## src/rtl/am_mon_pkg.sv

```systemverilog
// Shared definitions for the approximate-multiplier error monitor.
// Holds the FSM state encoding, the default widths and the pipeline depth.
package am_mon_pkg;
    localparam int W      = 8;
    localparam int CNT_W  = 16;
    localparam int SUM_W  = 2 * W + CNT_W;
    localparam int STAGES = 2;

    typedef enum logic [1:0] {IDLE, RUN, DRAIN, DONE} state_t;
endpackage

```

## src/rtl/am_err_accum.sv

```systemverilog
// Stage 2 of the error monitor, followed by the window accumulators.
// Registers e = z - exact (signed, 2*W+1 bits) and |e| when ld is high.
// Folds the registered sample into the statistics when acc_en is high.
// clr zeroes the statistics and takes priority over acc_en.
// Ports: clk, rst (async high), clr, ld, acc_en, exact/z (stage-1 values),
//        count, sum_abs, sum_signed, max_abs, err_cnt (accumulator registers).
module am_err_accum #(
    parameter int W     = am_mon_pkg::W,
    parameter int CNT_W = am_mon_pkg::CNT_W,
    parameter int SUM_W = am_mon_pkg::SUM_W
) (
    input  logic             clk,
    input  logic             rst,
    input  logic             clr,
    input  logic             ld,
    input  logic             acc_en,
    input  logic [2*W-1:0]   exact,
    input  logic [2*W-1:0]   z,
    output logic [CNT_W-1:0] count,
    output logic [SUM_W-1:0] sum_abs,
    output logic [SUM_W:0]   sum_signed,
    output logic [2*W-1:0]   max_abs,
    output logic [CNT_W-1:0] err_cnt
);
    logic [2*W:0]   e_c, e_q;
    logic [2*W-1:0] abs_c, abs_q;

    // |e| never reaches 2^(2W), so the negated low 2W bits give the magnitude.
    always_comb begin
        e_c   = {1'b0, z} - {1'b0, exact};
        abs_c = e_c[2*W] ? (~e_c[2*W-1:0] + {{(2*W-1){1'b0}}, 1'b1})
                         : e_c[2*W-1:0];
    end

    always_ff @(posedge clk or posedge rst) begin
        if (rst) begin
            e_q        <= '0;
            abs_q      <= '0;
            count      <= '0;
            sum_abs    <= '0;
            sum_signed <= '0;
            max_abs    <= '0;
            err_cnt    <= '0;
        end else begin
            if (ld) begin
                e_q   <= e_c;
                abs_q <= abs_c;
            end
            if (clr) begin
                count      <= '0;
                sum_abs    <= '0;
                sum_signed <= '0;
                max_abs    <= '0;
                err_cnt    <= '0;
            end else if (acc_en) begin
                count      <= count + {{(CNT_W-1){1'b0}}, 1'b1};
                sum_abs    <= sum_abs + {{(SUM_W-2*W){1'b0}}, abs_q};
                sum_signed <= sum_signed + {{(SUM_W-2*W){e_q[2*W]}}, e_q};
                if (abs_q > max_abs)
                    max_abs <= abs_q;
                err_cnt    <= err_cnt + {{(CNT_W-1){1'b0}}, (e_q != '0)};
            end
        end
    end
endmodule

```

## src/rtl/am_error_monitor.sv

```systemverilog
// Error-statistics stage placed after an unsigned approximate multiplier.
// Accepts win_len (x, y, z) samples, recomputes x*y and accumulates the error
// metrics, then holds one result record until it is taken via res_valid/res_ready.
// Ports: clk, rst (async high); start/win_len begin a window (IDLE only);
//        in_valid/in_ready/in_x/in_y/in_z sample stream;
//        res_valid/res_ready plus res_* record; busy = not IDLE.
module am_error_monitor
    import am_mon_pkg::*;
#(
    parameter int W     = am_mon_pkg::W,
    parameter int CNT_W = am_mon_pkg::CNT_W,
    parameter int SUM_W = am_mon_pkg::SUM_W
) (
    input  logic             clk,
    input  logic             rst,
    input  logic             start,
    input  logic [CNT_W-1:0] win_len,
    input  logic             in_valid,
    output logic             in_ready,
    input  logic [W-1:0]     in_x,
    input  logic [W-1:0]     in_y,
    input  logic [2*W-1:0]   in_z,
    output logic             res_valid,
    input  logic             res_ready,
    output logic [CNT_W-1:0] res_count,
    output logic [SUM_W-1:0] res_sum_abs,
    output logic [SUM_W:0]   res_sum_signed,
    output logic [2*W-1:0]   res_max_abs,
    output logic [CNT_W-1:0] res_err_cnt,
    output logic             busy
);
    state_t             state;
    logic [CNT_W-1:0]   remain;
    logic [STAGES:1]    vld_pipe;
    logic [2*W-1:0]     exact_q, z_q;
    logic               accept, clr;

    assign accept = in_valid && in_ready;
    assign clr    = start && (state == IDLE);

    // Stage 1: exact product and the product under test.
    always_ff @(posedge clk or posedge rst) begin
        if (rst) begin
            exact_q <= '0;
            z_q     <= '0;
        end else if (accept) begin
            exact_q <= {{W{1'b0}}, in_x} * {{W{1'b0}}, in_y};
            z_q     <= in_z;
        end
    end

    // Control FSM; in_ready, res_valid and busy are registered with the state.
    always_ff @(posedge clk or posedge rst) begin
        if (rst) begin
            state     <= IDLE;
            remain    <= '0;
            vld_pipe  <= '0;
            in_ready  <= 1'b0;
            res_valid <= 1'b0;
            busy      <= 1'b0;
        end else begin
            vld_pipe <= {vld_pipe[STAGES-1:1], accept};
            case (state)
                IDLE: if (start) begin
                    busy <= 1'b1;
                    if (win_len == '0) begin
                        state     <= DONE;
                        res_valid <= 1'b1;
                    end else begin
                        state    <= RUN;
                        remain   <= win_len;
                        in_ready <= 1'b1;
                    end
                end
                RUN: if (accept) begin
                    remain <= remain - {{(CNT_W-1){1'b0}}, 1'b1};
                    if (remain == {{(CNT_W-1){1'b0}}, 1'b1}) begin
                        state    <= DRAIN;
                        in_ready <= 1'b0;
                    end
                end
                // Last sample is in the accumulators once both stages are empty.
                DRAIN: if (vld_pipe == '0) begin
                    state     <= DONE;
                    res_valid <= 1'b1;
                end
                DONE: if (res_ready) begin
                    state     <= IDLE;
                    res_valid <= 1'b0;
                    busy      <= 1'b0;
                end
                default: state <= IDLE;
            endcase
        end
    end

    am_err_accum #(.W(W), .CNT_W(CNT_W), .SUM_W(SUM_W)) u_accum (
        .clk        (clk),
        .rst        (rst),
        .clr        (clr),
        .ld         (vld_pipe[1]),
        .acc_en     (vld_pipe[STAGES]),
        .exact      (exact_q),
        .z          (z_q),
        .count      (res_count),
        .sum_abs    (res_sum_abs),
        .sum_signed (res_sum_signed),
        .max_abs    (res_max_abs),
        .err_cnt    (res_err_cnt)
    );
endmodule

```

## config.mk

```make
export PLATFORM = sky130hd
export DESIGN_NAME = am_error_monitor
export DESIGN_NICKNAME = d
export VERILOG_FILES = /design/src/rtl/am_mon_pkg.sv /design/src/rtl/am_err_accum.sv /design/src/rtl/am_error_monitor.sv
export SDC_FILE = /design/constraint.sdc
export NUM_CORES = 1
export LEC_CHECK = 0
export CAP_MARGIN = 40
export CORE_ASPECT_RATIO = 1.1
export CORE_MARGIN = 2
export CORE_UTILIZATION = 55
export DETAILED_ROUTE_END_ITERATION = 10
export PLACE_DENSITY = 0.88
export SYNTH_ARGS = -nofsm -noshare
export SYNTH_HDL_FRONTEND = slang
export SYNTH_SLANG_ARGS = --single-unit
```

## constraint.sdc

```tcl
create_clock -name clk -period 7.7 [get_ports clk]
set_clock_uncertainty 0.2 [all_clocks]
set_input_delay 1.54 -clock clk [delete_from_list [all_inputs] [get_ports clk]]
set_output_delay 1.54 -clock clk [all_outputs]
set_load 0.01 [all_outputs]
```

== Word-level counts from Yosys, hierarchy flattened ==
Index checks and enable logic that the tools add are counted.

* Bitwise gates (word level): 1
* Reduce and logical (&&, ||, !) cells: 17
* Add/sub/neg operators: 7
* Mux-type cells: 35
* Eq/ne operators: 11
* Multiply operators: 1
* Magnitude comparators: 1

{| class="wikitable"
|+ Operators by type and width
! operator !! count
|-
| two-way mux 16 bit || 11
|-
| two-way mux 33 bit || 2
|-
| two-way mux 32 bit || 2
|-
| adder 33 bit || 1
|-
| adder 16 x 1 -> 16 bit (second input constant) || 2
|-
| adder 32 x 16 -> 32 bit || 1
|-
| case mux 16 bit (2 select lines) || 1
|-
| nonzero test 17 bit || 1
|-
| subtractor 16 x 16 -> 17 bit || 1
|-
| adder 16 x 1 -> 16 bit || 1
|-
| == test 16 x 1 -> 1 bit (second input constant) || 1
|-
| greater-than comparator 16 bit || 1
|-
| zero test 16 bit || 1
|-
| multiplier 8 x 8 -> 16 bit || 1
|-
| inverter 16 bit || 1
|-
| subtractor 16 x 1 -> 16 bit (second input constant) || 1
|-
| AND reduction 5 bit || 3
|-
| two-way mux 2 bit || 6
|-
| != test 2 bit (second input constant) || 6
|-
| two-way mux 1 bit || 9
|-
| case mux 2 bit (4 select lines) || 1
|-
| nonzero test 2 bit || 4
|-
| == test 2 bit (second input constant) || 2
|-
| zero test 2 bit || 2
|-
| 9 further kinds || 11
|}

* Output and inout port bits: 116
* Bits in registers: 201
* Bits of input ports: 53

== Logic depth before layout (Yosys ltp) ==
* Word-level depth: 4
* Depth in mapped cells: 18
* Gate-level depth less buffers: 18

== Cells and area by module ==
Synthesis repeated with hierarchy kept, for this count alone.

* Cell total of the unflattened synthesis: 1584
* Area total of the unflattened synthesis: 14567.7 um^2

{| class="wikitable"
|+ By module, submodules not included
! module !! area each (um^2) !! instances !! sequential area each (um^2) !! cells each
|-
| am_err_accum || 9814.4 || 1 || 3628.5 || 1083
|-
| am_error_monitor || 4753.3 || 1 || 1376.3 || 501
|}

== Least setup slack after synthesis ==
OpenSTA, ideal clock, no wires.

* Path kind: input-to-reg
* Start: input in_y[4]
* End: register exact_q[15]
* Slack: 2.111 ns
* Setup time: 0.132 ns
* Stages on the path: 16
* Arrival time: 5.258 ns
* Path through: and2_1 > fa_1 > fa_1 > inv_1 > fa_1 > fa_1 > inv_1 > ha_1 > o21ai_0 > a21boi_0 > o21ai_0 > a21oi_1 > and4_1 > o31a_1 > xnor2_1 > o21ai_0

* Word-level cells in the longest chain between the ends: 1

{| class="wikitable"
|+ Ends and longest elaborated chain
! element !! line !! text
|-
| start: declaration || am_error_monitor.sv:21 || <nowiki>input logic [W-1:0] in_y,</nowiki>
|-
| multiplier 8 x 8 -> 16 bit || am_error_monitor.sv:47 || <nowiki>exact_q <= {{W{1'b0}}, in_x} * {{W{1'b0}}, in_y};</nowiki>
|-
| end signal: assignment || am_error_monitor.sv:47 ||
|-
| end: declaration || am_error_monitor.sv:35 || <nowiki>logic [2*W-1:0] exact_q, z_q;</nowiki>
|}

No other way between the ends.
A chain may end at the register's enable or synchronous reset.

== Final worst setup path ==
* Start: input in_y[7]
* End: register exact_q[15]

The elaborated chain is that of the path after synthesis.

==> flow_metrics.env <==
export IMPL_setup_viol=0
export IMPL_ir_worst_vdd_v=0.000158
export IMPL_rsz0062_at_grt="no"
export IMPL_rr_endpoint="u_accum.sum_abs[18]"
export IMPL_synth_nets=1814
export IMPL_cap_violations=0
export IMPL_synthCells=1595
export IMPL_antenna_cells=0
export IMPL_grt_max_degree=107
export IMPL_p_per_area_nw_per_um2=139
export IMPL_clk_latency_ns=0.44
export IMPL_floorplan_initialDensity=0.558
export IMPL_post_cts_resized=0
export IMPL_vias=12300
export IMPL_r2r_start="u_accum.abs_q[0]"
export IMPL_tightestPinTransition_ns=0.797
export IMPL_cts_root_buffer="clkbuf_16"
export IMPL_grt_pass1_vias=12400
export IMPL_final_nets=1962
export IMPL_hold_path_cell_count=2
export IMPL_whs_ns=0.288
export IMPL_total_power_uw=2390
export IMPL_buffer_ports_inserted=168
export IMPL_antenna_found_initial=4
export IMPL_dp_cells=2076
export IMPL_die_w_um=159
export IMPL_yosysWarnings=0
export IMPL_worstSetupEndpoint="exact_q[15]"
export IMPL_cts_max_level=4
export IMPL_route_detailed_drc=0
export IMPL_yosys_top_cells_area="dfrtp_1, ha_1, fa_1, nor2_1, xor2_1"
export IMPL_r2r_slack_ns=4.01
export IMPL_post_route_util=0.660
export IMPL_drt_total_wl_mm=34.8
export IMPL_ys_ff_latch=200
export IMPL_clkSinkCount=200
export IMPL_fin_tns_setup_ns=0
export IMPL_status="completed"
export IMPL_hp_class="reg2reg"
export IMPL_ff2ff_path_depth=12
export IMPL_max_slew_margin=0.465
export IMPL_rows=62
export IMPL_fin_crit_ns=6.11
export IMPL_power_leakage_uw=0.00804
export IMPL_postRouteAntennaNets=0
export IMPL_post_cts_buffers=0
export IMPL_critPathSlowestCell="clkdlybuf4s50_1"
export IMPL_clk_pin_slew_ns=0.07
export IMPL_dieArea_um2=27700
export IMPL_grt_pass1_wl_mm=58.2
export IMPL_synth_most_common_cell="dfrtp_1"
export IMPL_crit_fanout=8
export IMPL_slowest_delay_ns=0.60
export IMPL_synth_seq_area_share=0.345
export IMPL_synth_top_area_frac=0.345
export IMPL_firstDrtPassIters=6
export IMPL_dp_hpwl_mm=26.0
export IMPL_vias_per_cell=5.82
export IMPL_worstPathCellList="clkdlybuf4s50_1, nand2_1, fa_1, fa_1, inv_1, fa_1, inv_1, fa_1, inv_1, ha_1, a21boi_0, o21ai_0, a21oi_1, and4_1, o31a_1, xnor2_1, o21ai_0"
export IMPL_fp_coreArea_um2=26000
export IMPL_wl_per_cell_um=16.5
export IMPL_drive_gt1_frac=0.0524
export IMPL_async_flop_share=1.00
export IMPL_avgSynthCellArea_um2=9.08
export IMPL_grtUsageTotal=0.252
export IMPL_end_kind="flop"
export IMPL_synthDistinctLibCells=69
export IMPL_path_class="in2reg"
export IMPL_nFillCells=1987
export IMPL_required_ns=7.78
export IMPL_startpoint="in_y[7]"
export IMPL_cp_common_cell="fa_1"
export IMPL_cp_start_kind="primary input"
export IMPL_hold_viol_final=0
export IMPL_synth_top_cells_by_count="dfrtp_1, nor2_1, inv_1, ha_1, nand2_1"
export IMPL_cts_buffer_depth=2
export IMPL_arrival_ns=6.19
export IMPL_fmax_mhz=164
export IMPL_syn_cell_area_um2=14500
export IMPL_pin_count=169
export IMPL_cts_tree="yes"
export IMPL_die_y_um=174
export IMPL_fin_crit_sh=0.793
export IMPL_syn2layout_area_growth_pct=18.4
export IMPL_cts_buffers=17
export IMPL_synth_edf_count=0
export IMPL_synth_ff_type="dfrtp_1"
export IMPL_yosysTopAreaCell="dfrtp_1"
export IMPL_instances_no_fill=2108
export IMPL_drtIter0Drc=903
export IMPL_ctsHoldBuffers=0
export IMPL_gp_congestion=0.934
export IMPL_slew_violations=0
export IMPL_grt_overflow=0
==> power by group <==
group | switching [uW] | leakage [uW] | total [uW] | internal [uW]
logic | 224 | 0.00550 | 402 | 179
registers | 0 | 0.00224 | 1050 | 1050
clock network | 442 | 0.000294 | 939 | 497
total | 665 | 0.00804 | 2390 | 1730
==> how the worst min path moves through the flow <==
stage | end | startpoint
2_1_floorplan | vld_pipe[2] | vld_pipe[1]
3_3_place_gp | exact_q[9] | exact_q[9]
3_5_place_dp | exact_q[9] | exact_q[9]
4_1_cts | exact_q[9] | exact_q[9]
5_1_grt | exact_q[15] | exact_q[15]
6_report | exact_q[9] | exact_q[9]
==> sequential cells by signal, indices dropped and copies added, names as in the netlist <==
name	cells
u_accum.sum_signed	33
u_accum.sum_abs	32
exact_q	16
remain	16
u_accum.abs_q	16
u_accum.count	16
u_accum.e_q	16
u_accum.err_cnt	16
u_accum.max_abs	16
z_q	16
state	2
vld_pipe	2
busy	1
in_ready	1
res_valid	1
==> layer usage <==
metal | track usage | vias to the layer above | wire length (um)
met1 | 0.303 | 5974 | 14300
li1 | - | 5815 | -
met3 | 0.0453 | 82 | 2000
met2 | 0.455 | 397 | 17500
met5 | 0 | - | 13
met4 | 0.0875 | 2 | 985
==> worst max-delay path, delay by kind of cell <==
| family | cells | cell delay, ns |
|---|---|---|
| fa+ha+maj | 5 | 2.47 |
| compound gates | 5 | 0.93 |
| buf+inv | 4 | 0.75 |
| simple gates | 2 | 0.36 |
| xor+xnor | 1 | 0.14 |
==> layout make-up <==
type                            instances  area, um^2  area share
Timing Repair Buffer                  179        1790       0.104
Inverter                              135         514      0.0300
Tap cell                              352         440      0.0257
Multi-Input combinational cell       1210        8790       0.512
Clock inverter                         14         180      0.0105
Sequential cell                       200        5010       0.292
Clock buffer                           18         429      0.0250
==> placed cells by master, fill, tap and decap left out, types with 9 or more instances in the layout <==
| cell type | n |
|---|---|
| o21a_1 | 13 |
| inv_1 | 133 |
| xor2_1 | 64 |
| a31oi_1 | 13 |
| nand2_1 | 124 |
| clkdlybuf4s50_1 | 168 |
| a21oi_1 | 110 |
| fa_1 | 39 |
| dfrtp_1 | 199 |
| buf_4 | 9 |
| nor3_1 | 14 |
| nand3_1 | 41 |
| o21ai_0 | 100 |
| and3_1 | 16 |
| nor4_1 | 13 |
| nor2_1 | 155 |
| nand4_1 | 29 |
| nand2b_1 | 19 |
| and2_1 | 53 |
| ha_1 | 127 |
| xnor2_1 | 37 |
| clkbuf_16 | 17 |
| a21o_1 | 24 |
| or3_1 | 11 |
| nor2b_1 | 13 |
| mux2_2 | 33 |
| mux2i_1 | 52 |
==> per-stage QoR <==
| step | area [um^2] | setup slack [ns] |
|---|---|---|
| final | 17200 | 1.59 |
| after global routing | 17200 | 1.31 |
| after CTS | 17200 | 1.64 |
| after detailed placement | 16500 | 1.18 |
| after global placement | 16500 | 1.31 |
| after floorplan | 14500 | 0.506 |
==> kinds of logic (layout without fill, tap and decap cells) <==
logic type               after synthesis  after routing  synth area share
buffers and inverters                185            346            0.0481
multiplexers                          85             85            0.0616
XOR/XNOR                             101            101            0.0611
AND/OR/NAND/NOR                      516            516             0.175
AO/OA/AOI/OAI                        342            342             0.146
adder cells (fa/ha/maj)              166            166             0.164
flip-flops                           200            200             0.345
(Power assumes the default switching activity.)
